$ cat src/rtl/dab_pkg.sv
// dab_pkg: shared state encoding, bridge level constants, gate bit positions
// and the level-to-gate leg mapping used by dab_psm_modulator.
package dab_pkg;
  typedef enum logic [1:0] {IDLE = 2'd0, RUN = 2'd1, STOPPING = 2'd2} state_t;
  localparam logic signed [1:0] LVL_POS  = 2'sd1;
  localparam logic signed [1:0] LVL_ZERO = 2'sd0;
  localparam logic signed [1:0] LVL_NEG  = -2'sd1;
  localparam int G_AHI = 0;
  localparam int G_ALO = 1;
  localparam int G_BHI = 2;
  localparam int G_BLO = 3;
  // Zero freewheels through both low-side switches; disabled bridge is fully off.
  function automatic logic [3:0] leg_map(input logic en, input logic signed [1:0] v);
    logic [3:0] g;
    g        = '0;
    g[G_AHI] = en & (v == LVL_POS);
    g[G_ALO] = en & (v != LVL_POS);
    g[G_BHI] = en & (v == LVL_NEG);
    g[G_BLO] = en & (v != LVL_NEG);
    return g;
  endfunction
endpackage

$ cat src/rtl/dab_leg_deadtime.sv
// dab_leg_deadtime: one half-bridge leg; turn-on of hi/lo is delayed by dt_cnt
// clocks after any request change, turn-off is immediate.
module dab_leg_deadtime #(
  parameter int DT_W = 8
) (
  input  logic            clk,
  input  logic            rst,
  input  logic            hi_req,
  input  logic            lo_req,
  input  logic [DT_W-1:0] dt_cnt,
  output logic            hi,
  output logic            lo
);
  logic            r_hi_req;
  logic            r_lo_req;
  logic [DT_W-1:0] r_cnt;
  logic            w_chg;
  logic            w_done;
  assign w_chg  = {hi_req, lo_req} != {r_hi_req, r_lo_req};
  // r_cnt holds clocks since the last change; the change cycle itself counts as 0.
  assign w_done = w_chg ? (dt_cnt == '0) : (r_cnt >= dt_cnt);
  assign hi     = hi_req & w_done;
  assign lo     = lo_req & w_done;
  always_ff @(posedge clk) begin
    if (rst) begin
      r_hi_req <= 1'b0;
      r_lo_req <= 1'b0;
      r_cnt    <= '0;
    end else begin
      r_hi_req <= hi_req;
      r_lo_req <= lo_req;
      r_cnt    <= w_chg ? DT_W'(1) : (&r_cnt ? r_cnt : r_cnt + DT_W'(1));
    end
  end
endmodule

$ cat src/rtl/dab_psm_modulator.sv
// dab_psm_modulator: three-level phase-shift DAB modulator with double-buffered timing.
// Define DAB_DEADTIME_EN to insert per-leg turn-on dead time of dt_cnt clocks.
module dab_psm_modulator
  import dab_pkg::*;
#(
  parameter int CNT_W = 19,
  parameter int DT_W  = 8
) (
  input  logic                    clk,
  input  logic                    rst,
  input  logic                    run,
  input  logic                    sync,
  input  logic [CNT_W-1:0]        hp_cnt,
  input  logic [CNT_W-1:0]        tau1_cnt,
  input  logic [CNT_W-1:0]        tau2_cnt,
  input  logic [CNT_W-1:0]        phi_cnt,
  input  logic [DT_W-1:0]         dt_cnt,
  output logic signed [1:0]       V1,
  output logic signed [1:0]       V2,
  output logic [3:0]              Sp,
  output logic [3:0]              Ss,
  output logic                    period_done,
  output logic                    busy
);
  localparam int W = CNT_W + 1;
  state_t                  r_state;
  state_t                  w_next;
  logic [CNT_W-1:0]        r_hp;
  logic [CNT_W-1:0]        r_tau1;
  logic [CNT_W-1:0]        r_tau2;
  logic [W-1:0]            r_cnt1;
  logic [W-1:0]            r_cnt2;
  logic signed [1:0]       r_v1;
  logic signed [1:0]       r_v2;
  logic                    r_en;
  logic                    w_busy;
  logic                    w_wrap;
  logic                    w_start;
  logic                    w_load;
  logic [W-1:0]            w_last;
  logic [CNT_W-1:0]        w_hp;
  logic [CNT_W-1:0]        w_tau1;
  logic [CNT_W-1:0]        w_tau2;
  logic signed [W:0]       w_phi_raw;
  logic signed [W:0]       w_pmax;
  logic signed [W:0]       w_phi;
  logic [W-1:0]            w_cnt2_init;
  logic [3:0]              w_sp_req;
  logic [3:0]              w_ss_req;

  function automatic logic signed [1:0] level(input logic [W-1:0] c,
                                              input logic [CNT_W-1:0] hp,
                                              input logic [CNT_W-1:0] tau);
    logic         h;
    logic [W-1:0] pos;
    h   = c >= {1'b0, hp};
    pos = h ? c - {1'b0, hp} : c;
    return (pos >= {1'b0, hp - tau}) ? (h ? LVL_NEG : LVL_POS) : LVL_ZERO;
  endfunction

  // Clamping is applied to the incoming values, always against the new hp.
  assign w_hp        = (hp_cnt < CNT_W'(2)) ? CNT_W'(2) : hp_cnt;
  assign w_tau1      = (tau1_cnt > w_hp) ? w_hp : tau1_cnt;
  assign w_tau2      = (tau2_cnt > w_hp) ? w_hp : tau2_cnt;
  assign w_phi_raw   = signed'({{2{phi_cnt[CNT_W-1]}}, phi_cnt});
  assign w_pmax      = signed'({2'b00, w_hp}) - (W+1)'(1);
  assign w_phi       = (w_phi_raw > w_pmax) ? w_pmax : ((w_phi_raw < -w_pmax) ? -w_pmax : w_phi_raw);
  assign w_cnt2_init = (w_phi > 0) ? {w_hp, 1'b0} - W'(w_phi) : W'(-w_phi);

  assign w_busy      = r_state != IDLE;
  assign w_last      = {r_hp, 1'b0} - W'(1);
  assign w_wrap      = w_busy & (r_cnt1 == w_last);
  assign w_start     = (r_state == IDLE) & run & sync;
  assign w_load      = w_start | w_wrap;

  always_ff @(posedge clk) begin
    if (rst) r_state <= IDLE;
    else     r_state <= w_next;
  end

  always_comb begin
    w_next = r_state;
    w_next = (r_state == IDLE) ? ((run & sync) ? RUN : IDLE)
           : run ? RUN
           : ((r_state == STOPPING) & w_wrap) ? IDLE : STOPPING;
  end

  always_ff @(posedge clk) begin
    if (rst) begin
      r_hp   <= '0;
      r_tau1 <= '0;
      r_tau2 <= '0;
      r_cnt1 <= '0;
      r_cnt2 <= '0;
      r_v1   <= LVL_ZERO;
      r_v2   <= LVL_ZERO;
      r_en   <= 1'b0;
    end else begin
      if (w_load) begin
        r_hp   <= w_hp;
        r_tau1 <= w_tau1;
        r_tau2 <= w_tau2;
        r_cnt1 <= '0;
        r_cnt2 <= w_cnt2_init;
      end else if (w_busy) begin
        r_cnt1 <= r_cnt1 + W'(1);
        r_cnt2 <= (r_cnt2 == w_last) ? '0 : r_cnt2 + W'(1);
      end
      r_en <= w_busy;
      r_v1 <= w_busy ? level(r_cnt1, r_hp, r_tau1) : LVL_ZERO;
      r_v2 <= w_busy ? level(r_cnt2, r_hp, r_tau2) : LVL_ZERO;
    end
  end

  assign V1          = r_v1;
  assign V2          = r_v2;
  assign period_done = w_wrap;
  assign busy        = w_busy;
  assign w_sp_req    = leg_map(r_en, r_v1);
  assign w_ss_req    = leg_map(r_en, r_v2);

`ifdef DAB_DEADTIME_EN
  for (genvar i = 0; i < 2; i++) begin : g_leg
    dab_leg_deadtime #(.DT_W(DT_W)) u_p (
      .clk(clk), .rst(rst), .hi_req(w_sp_req[2*i]), .lo_req(w_sp_req[2*i+1]),
      .dt_cnt(dt_cnt), .hi(Sp[2*i]), .lo(Sp[2*i+1])
    );
    dab_leg_deadtime #(.DT_W(DT_W)) u_s (
      .clk(clk), .rst(rst), .hi_req(w_ss_req[2*i]), .lo_req(w_ss_req[2*i+1]),
      .dt_cnt(dt_cnt), .hi(Ss[2*i]), .lo(Ss[2*i+1])
    );
  end
`else
  logic w_unused_dt;
  assign w_unused_dt = ^dt_cnt;
  assign Sp          = w_sp_req;
  assign Ss          = w_ss_req;
`endif
endmodule

$ cat config.mk
export PLATFORM = sky130hd
export DESIGN_NAME = dab_psm_modulator
export DESIGN_NICKNAME = d
export VERILOG_FILES = /design/src/rtl/dab_pkg.sv /design/src/rtl/dab_leg_deadtime.sv /design/src/rtl/dab_psm_modulator.sv
export SDC_FILE = /design/constraint.sdc
export NUM_CORES = 1
export LEC_CHECK = 0
export ABC_AREA = 1
export CAP_MARGIN = 20
export CORE_MARGIN = 3
export CORE_UTILIZATION = 55
export CTS_CLUSTER_SIZE = 10
export DETAILED_ROUTE_END_ITERATION = 8
export MAX_ROUTING_LAYER = met4
export PLACE_DENSITY = 0.85
export SYNTH_ARGS = -nofsm -noshare
export SYNTH_HDL_FRONTEND = slang
export SYNTH_SLANG_ARGS = --single-unit
export TNS_END_PERCENT = 30
$ cat constraint.sdc
create_clock -name clk -period 10.61 [get_ports clk]
set_input_delay 3.183 -clock clk [delete_from_list [all_inputs] [get_ports clk]]
set_output_delay 3.183 -clock clk [all_outputs]
set_load 0.01 [all_outputs]
==> results.ini, run 1 <==
[floorplan]
boundaryPins = 102
rows = 58
die_y_um = 169
die-area_sq_um = 28500
initial_utilization_pct = 56.8
coreArea_sq_um = 25600
die_x_um = 169

[global_route]
grt_pass1_wl_um = 79000
grt_max_degree = 119
grtUsageTotal_pct = 35.3
antenna_found_initial = 1
gr-total-overflow = 0
grt_pass1_vias = 15400

[synth]
syn_area_sq_um = 14600
synth_cell_type_count = 57
synthCells = 2307
synth_edf_count = 0
yosys.area.top_type = ha_1
async_reset_ff_share_pct = 0
synth_seq_cells = 104
synth-main-ff-cell = dfxtp_1
synthesis.nets = 2613
syn_avg_cell_area_sq_um = 6.31
ys.warnings.count = 0
netlist.area_leader.share_pct = 18.3
seq_area_frac_synth_pct = 14.3
ys_top_cells_by_area = ha_1 18%, dfxtp_1 14%, nand2_1 12%, a21oi_1 7.3%, inv_1 7.0%

[power_and_ir_drop]
p_per_area_nw_per_um2 = 124
totalPowerFinal_w = 0.00208
ir_worst_vdd_mv = 0.0991
p_sw_w = 0.00101
power.internal_w = 0.00107
pwr-share-comb_pct = 61.4
p_seq_share_pct = 22.1
clockPowerShare_pct = 16.5
swShare_pct = 48.4
leakage_nw = 7.97

[final_layout]
nNetsFinal = 2753
final_cell_mix = 477 x nand2_1, 269 x inv_1, 215 x nor2_1
fillers = 2375
fin_util_pct = 65.7
drive_gt1_share_pct = 7.67
layout.cells.most_common = nand2_1
syn2layout_area_growth_pct = 15.5
design_area_sq_um = 16800
multi_input_area_sq_um = 11300
seq_area_sq_um = 2080
stdcell_count = 2783

[min_path]
worstHoldStart = r_state[0]
hold_path.class = reg2reg

[placement]
placedInstanceArea_sq_um = 16300
io_buffer_count = 93
dp.cells = 2755
gp_congestion = 0.998
dp_hpwl_um = 41300

[drt]
vias = 16600
drt-initial-drc-count = 1653
routed_wl_um = 50700
drc_errors = 0
vias_per_cell = 5.97
first_pass_iters = 5
ant_nets = 0
wl_per_cell_um = 18.2

[worst_setup_path]
crit_path_start = hp_cnt[6]
cp.arrival_ns = 10.45
critical_path.max_fanout = 7
critPathLaunchType = input pin
cpPeakStageDelay_ns = 0.45
reg2reg_from = r_hp[5]
crit_path_end_kind = register
cp_common_cell = nand2_1
worst-setup-path-type = in2reg
crit_required_ns = 10.91
slowest_stage = clkdlybuf4s50_1

[clock_network]
clockBufferDepth = 2
htreeDepth = 3
cts_tree = done
clk_pin_slew_ns = 0.08
clkLatencyLatePin_ns = 0.36
cts_sinks = 104
cts_buffers = 9
root_buffer = clkbuf_16

[timing]
worst_pin_slew_ns = 1.04
clock.fmax_ghz = 0.0986
slew_violations = 0
setup_viol = 0
finalCritPeriodShare_pct = 95.6
hold_viol = 0
final.min_clock_period_ns = 10.14
fin_skew_ns = 0.0113
relSlewSlack_pct = 30.9
whs_ns = 0.485

[run_status]
status = finished, final reports clean

[job]
maxCapViolations = 0

==> power groups by stage <==
stage               clock, W  sequential (W)  combinational (W)
CTS                 0.000344        0.000457            0.00123
finish              0.000344        0.000459            0.00128
floorplan                  0        0.000448           0.000878
global placement           0        0.000465            0.00118
detailed placement         0        0.000466            0.00122
global route        0.000358        0.000462            0.00143
==> routing by layer <==
layer	part of all wire [%]	up-vias	global-route usage, %	wire length (um)
met4	4.5	0	13.8	2310
met1	43	7508	46.6	21700
met2	44	810	55.3	22400
met3	8.7	151	4.32	4400
li1	-	8142	-	-
met5	0	-	-	0
==> flip-flops by register name (all words and copies together) (netlist names) <==
register and flops:
r_cnt2 20, V2 2, r_state 2, V1 2
r_tau2 19, r_cnt1 20, r_tau1 19, r_hp 19
r_en 1
==> through the flow <==
stage	TNS [ns]	setup slack (ns)
after floorplan	0	1.00
after global placement	0	0.139
after detailed placement	-0.0160	-0.0160
after CTS	0	0.334
after global routing	-0.247	-0.174
final	0	0.468
==> cell usage after synthesis, drive strengths merged, types with 5 or more instances <==
cell / instances
o211ai: 23
fa: 5
a31oi: 55
nand3: 111
or2: 11
nand2: 492
o21bai: 11
clkbuf: 33
o21ai: 183
nor2: 237
nand4: 61
ha: 213
a21oi: 213
o21a: 7
xor2: 101
nor3: 44
buf: 21
xnor2: 25
inv: 281
dfxtp: 104
a21o: 7
nor4: 16
a211oi: 9
o22ai: 6
==> layout make-up <==
| type | count | area share [%] |
|---|---|---|
| diodes | 1 | 0.0149 |
| clock buffers | 10 | 1.36 |
| clock inverters | 6 | 0.342 |
| inverters | 285 | 6.36 |
| multi-input cells | 1864 | 67.2 |
| flip-flops and latches | 104 | 12.4 |
| well taps | 330 | 2.45 |
| repair buffers | 183 | 9.88 |
==> critical path, delay by kind of cell <==
kind,cells,cell delay (ns)
AND/OR/NAND/NOR,30,3.59
AO/OA/AOI/OAI,12,1.63
buffers and inverters,5,0.89
adder cells (fa/ha/maj),3,0.83
XOR/XNOR,2,0.32
==> final timing paths <==
kind	to	slack, ns	cells after the start
max reg2reg	V2[1]	5.46	23
min reg2reg	r_state[1]	0.49	2
min	r_state[1]	0.49	2
max	r_cnt2[16]	0.47	52
==> logic make-up (layout without fill, tap and decap cells) <==
group | after synthesis | in the layout | share of synthesized area, %
AO/OA/AOI/OAI | 536 | 536 | 20.5
adder cells (fa/ha/maj) | 218 | 218 | 19.0
XOR/XNOR | 126 | 126 | 7.78
buffers and inverters | 339 | 484 | 9.01
other | 1 | 2 | 0.0258
flip-flops | 104 | 104 | 14.3
AND/OR/NAND/NOR | 983 | 983 | 29.4
==> repair_timing <==
action	in CTS	in global routing
setup buffers	0	10
endpoints found under the setup margin	0	6
hold buffers	0	0
hold endpoints to repair	0	0
resized for setup	0	47
Power figures use the tool's default switching activity.
==> inputs of run 2 (changes only) <==
--- a/config.mk
+++ b/config.mk
@@ -8,11 +8,11 @@
 export ABC_AREA = 1
 export CAP_MARGIN = 20
 export CORE_MARGIN = 3
-export CORE_UTILIZATION = 55
+export CORE_UTILIZATION = 35
 export CTS_CLUSTER_SIZE = 10
 export DETAILED_ROUTE_END_ITERATION = 8
 export MAX_ROUTING_LAYER = met4
-export PLACE_DENSITY = 0.85
+export PLACE_DENSITY = 0.49
 export SYNTH_ARGS = -nofsm -noshare
 export SYNTH_HDL_FRONTEND = slang
 export SYNTH_SLANG_ARGS = --single-unit
==> run 2 against run 1 <==
Net effect:
- utilization is 22 points lower
- total power up 3.9%
- die area rose by 55%
- global-route usage is 9.4 points lower
- register-to-register slack lost 0.04 ns
- maximum frequency up 0.71%
- largest power group unchanged
==> results.ini, run 2 (synthesized netlist as in run 1, its figures left out) <==
[final_layout]
reg_top3 = r_cnt1: 20 flops, r_cnt2: 20 flops  ; unchanged
drive_gt1_share_pct = 12.7  ; was 7.67%
layout.cells.most_common = nand2_1  ; unchanged
num_antenna_cells = 0  ; was 1
nNetsFinal = 2861  ; was 2753
syn2layout_area_growth_pct = 23.4  ; was 15.5%
final_cell_mix = 472 x nand2_1, 262 x inv_1, 211 x nor2_1  ; was 477 x nand2_1, 269 x inv_1, 215 x nor2_1

[min_path]
worstHoldStart = r_state[0]  ; unchanged
hold_path.class = reg2reg  ; unchanged

[worst_setup_path]
crit_required_ns = 10.94  ; was 10.91 ns
cp_common_cell = nand2_1  ; unchanged
cpPeakStageDelay_ns = 0.43  ; was 0.45 ns
critPathBufInv = 5  ; unchanged
worst-setup-path-type = in2reg  ; unchanged
crit_path_start = hp_cnt[5]  ; was hp_cnt[6]
critical-path-top-delay-family = simple AND/OR/NAND/NOR gates  ; unchanged
cp.arrival_ns = 10.40  ; was 10.45 ns
critical_path.max_fanout = 24  ; was 7
crit_path_end_kind = register  ; unchanged
slowest_stage = clkdlybuf4s50_1  ; unchanged
reg2reg_from = r_hp[5]  ; unchanged
critPathLaunchType = input pin  ; unchanged

[clock_network]
clockBufferDepth = 2  ; unchanged
cts_buffers = 9  ; unchanged
cts_sinks = 104  ; unchanged
clkLatencyLatePin_ns = 0.38  ; was 0.36 ns
cts_tree = done  ; unchanged
clk_pin_slew_ns = 0.08  ; about the same
root_buffer = clkbuf_16  ; unchanged
htreeDepth = 3  ; unchanged
cts_hold_buf = 0  ; unchanged

[floorplan]
die_y_um = 210  ; was 169 um
rows = 74  ; was 58
boundaryPins = 102  ; unchanged
die-area_sq_um = 44100  ; was 28500 sq um
coreArea_sq_um = 40900  ; was 25600 sq um
initial_utilization_pct = 35.6  ; was 56.8%
die_x_um = 210  ; was 169 um

[timing]
finalCritPeriodShare_pct = 94.9  ; was 95.6%
setup_tns_ns = 0  ; unchanged
final.min_clock_period_ns = 10.07  ; was 10.14 ns
slew_violations = 0  ; unchanged
worst_pin_slew_ns = 0.786  ; was 1.04 ns
clock.fmax_ghz = 0.0993  ; was 0.0986 GHz
relSlewSlack_pct = 47.5  ; was 30.9%
whs_ns = 0.477  ; was 0.485 ns
setup_viol = 0  ; unchanged
fin_skew_ns = 0.0105  ; was 0.0113 ns
hold_viol = 0  ; unchanged

[run_status]
status = finished, final reports clean  ; unchanged

[global_route]
grt_pass1_vias = 15300  ; was 15400
gr-total-overflow = 0  ; unchanged
grt_pass1_wl_um = 86900  ; was 79000 um
grt_max_degree = 119  ; unchanged
antenna_found_initial = 0  ; was 1
grtUsageTotal_pct = 26.0  ; was 35.3%

[power_and_ir_drop]
leakage_nw = 8.49  ; was 7.97 nW
ir_worst_vdd_mv = 0.0950  ; was 0.0991 mV
p_per_area_nw_per_um2 = 120  ; was 124 nW/um^2

[placement]
gp_congestion = 0.942  ; was 0.998
io_buffer_count = 93  ; unchanged
dp_hpwl_um = 47400  ; was 41300 um

[drt]
vias = 16300  ; was 16600
wl_per_cell_um = 18.4  ; was 18.2 um
vias_per_cell = 5.27  ; was 5.97
first_pass_iters = 7  ; was 5
drc_errors = 0  ; unchanged
drt-initial-drc-count = 1125  ; was 1653
routed_wl_um = 57000  ; was 50700 um
ant_nets = 0  ; unchanged

[job]
maxCapViolations = 0  ; unchanged

run 2: routing by layer:
layer	routed length, um	global-route usage (%)	vias up
li1	-	-	8345
met1	28000	36.1	7481
met2	25500	41.0	386
met3	2280	2.05	71
met4	1300	6.63	0
met5	0	-	-
run 2: power by group:
group,internal (W),switching (W)
sequential,0.000417,0.0000431
combinational,0.000553,0.000809
clock,0.000164,0.000176
total,0.00113,0.00103
run 2: area by class of cell:
| class | count | area (sq um) |
|---|---|---|
| Timing Repair Buffer | 291 | 2470 |
| Clock buffer | 9 | 225 |
| Inverter | 285 | 1070 |
| Fill cell | 4455 | 22900 |
| Clock inverter | 7 | 63.8 |
| Tap cell | 532 | 666 |
| Multi-Input combinational cell | 1864 | 11400 |
| Sequential cell | 104 | 2080 |
run 2: timing repair:
| item | CTS | global route |
|---|---|---|
| buffers inserted | 0 | 14 |
| resized for setup | 0 | 79 |
| setup endpoints to repair | 0 | 12 |
run 2: final timing paths:
check,slack [ns],end,cells past startpoint
worst min-delay path,0.48,r_state[1],2
worst max register to register,5.42,V1[1],28
worst min register to register,0.48,r_state[1],2
worst max-delay path,0.54,r_cnt2[16],54
run 2: worst min-delay path, stage by stage (launching register included):
cell and delay (ns):
dfxtp_1 0.34, o31ai_1 0.07, inv_1 0.04
run 2: metrics by stage:
stage	worst slack, ns	power, W	std cells	utilization (%)	area, sq um
after floorplan	1.00	0.00133	2307	-	14600
after global placement	-0.0661	0.00178	3061	42.3	17300
after detailed placement	-0.103	0.00179	3061	42.3	17300
after CTS	0.279	0.00214	3077	43.0	17600
after global routing	-0.0714	0.00237	3092	43.9	18000
final	0.539	0.00216	3092	43.9	18000
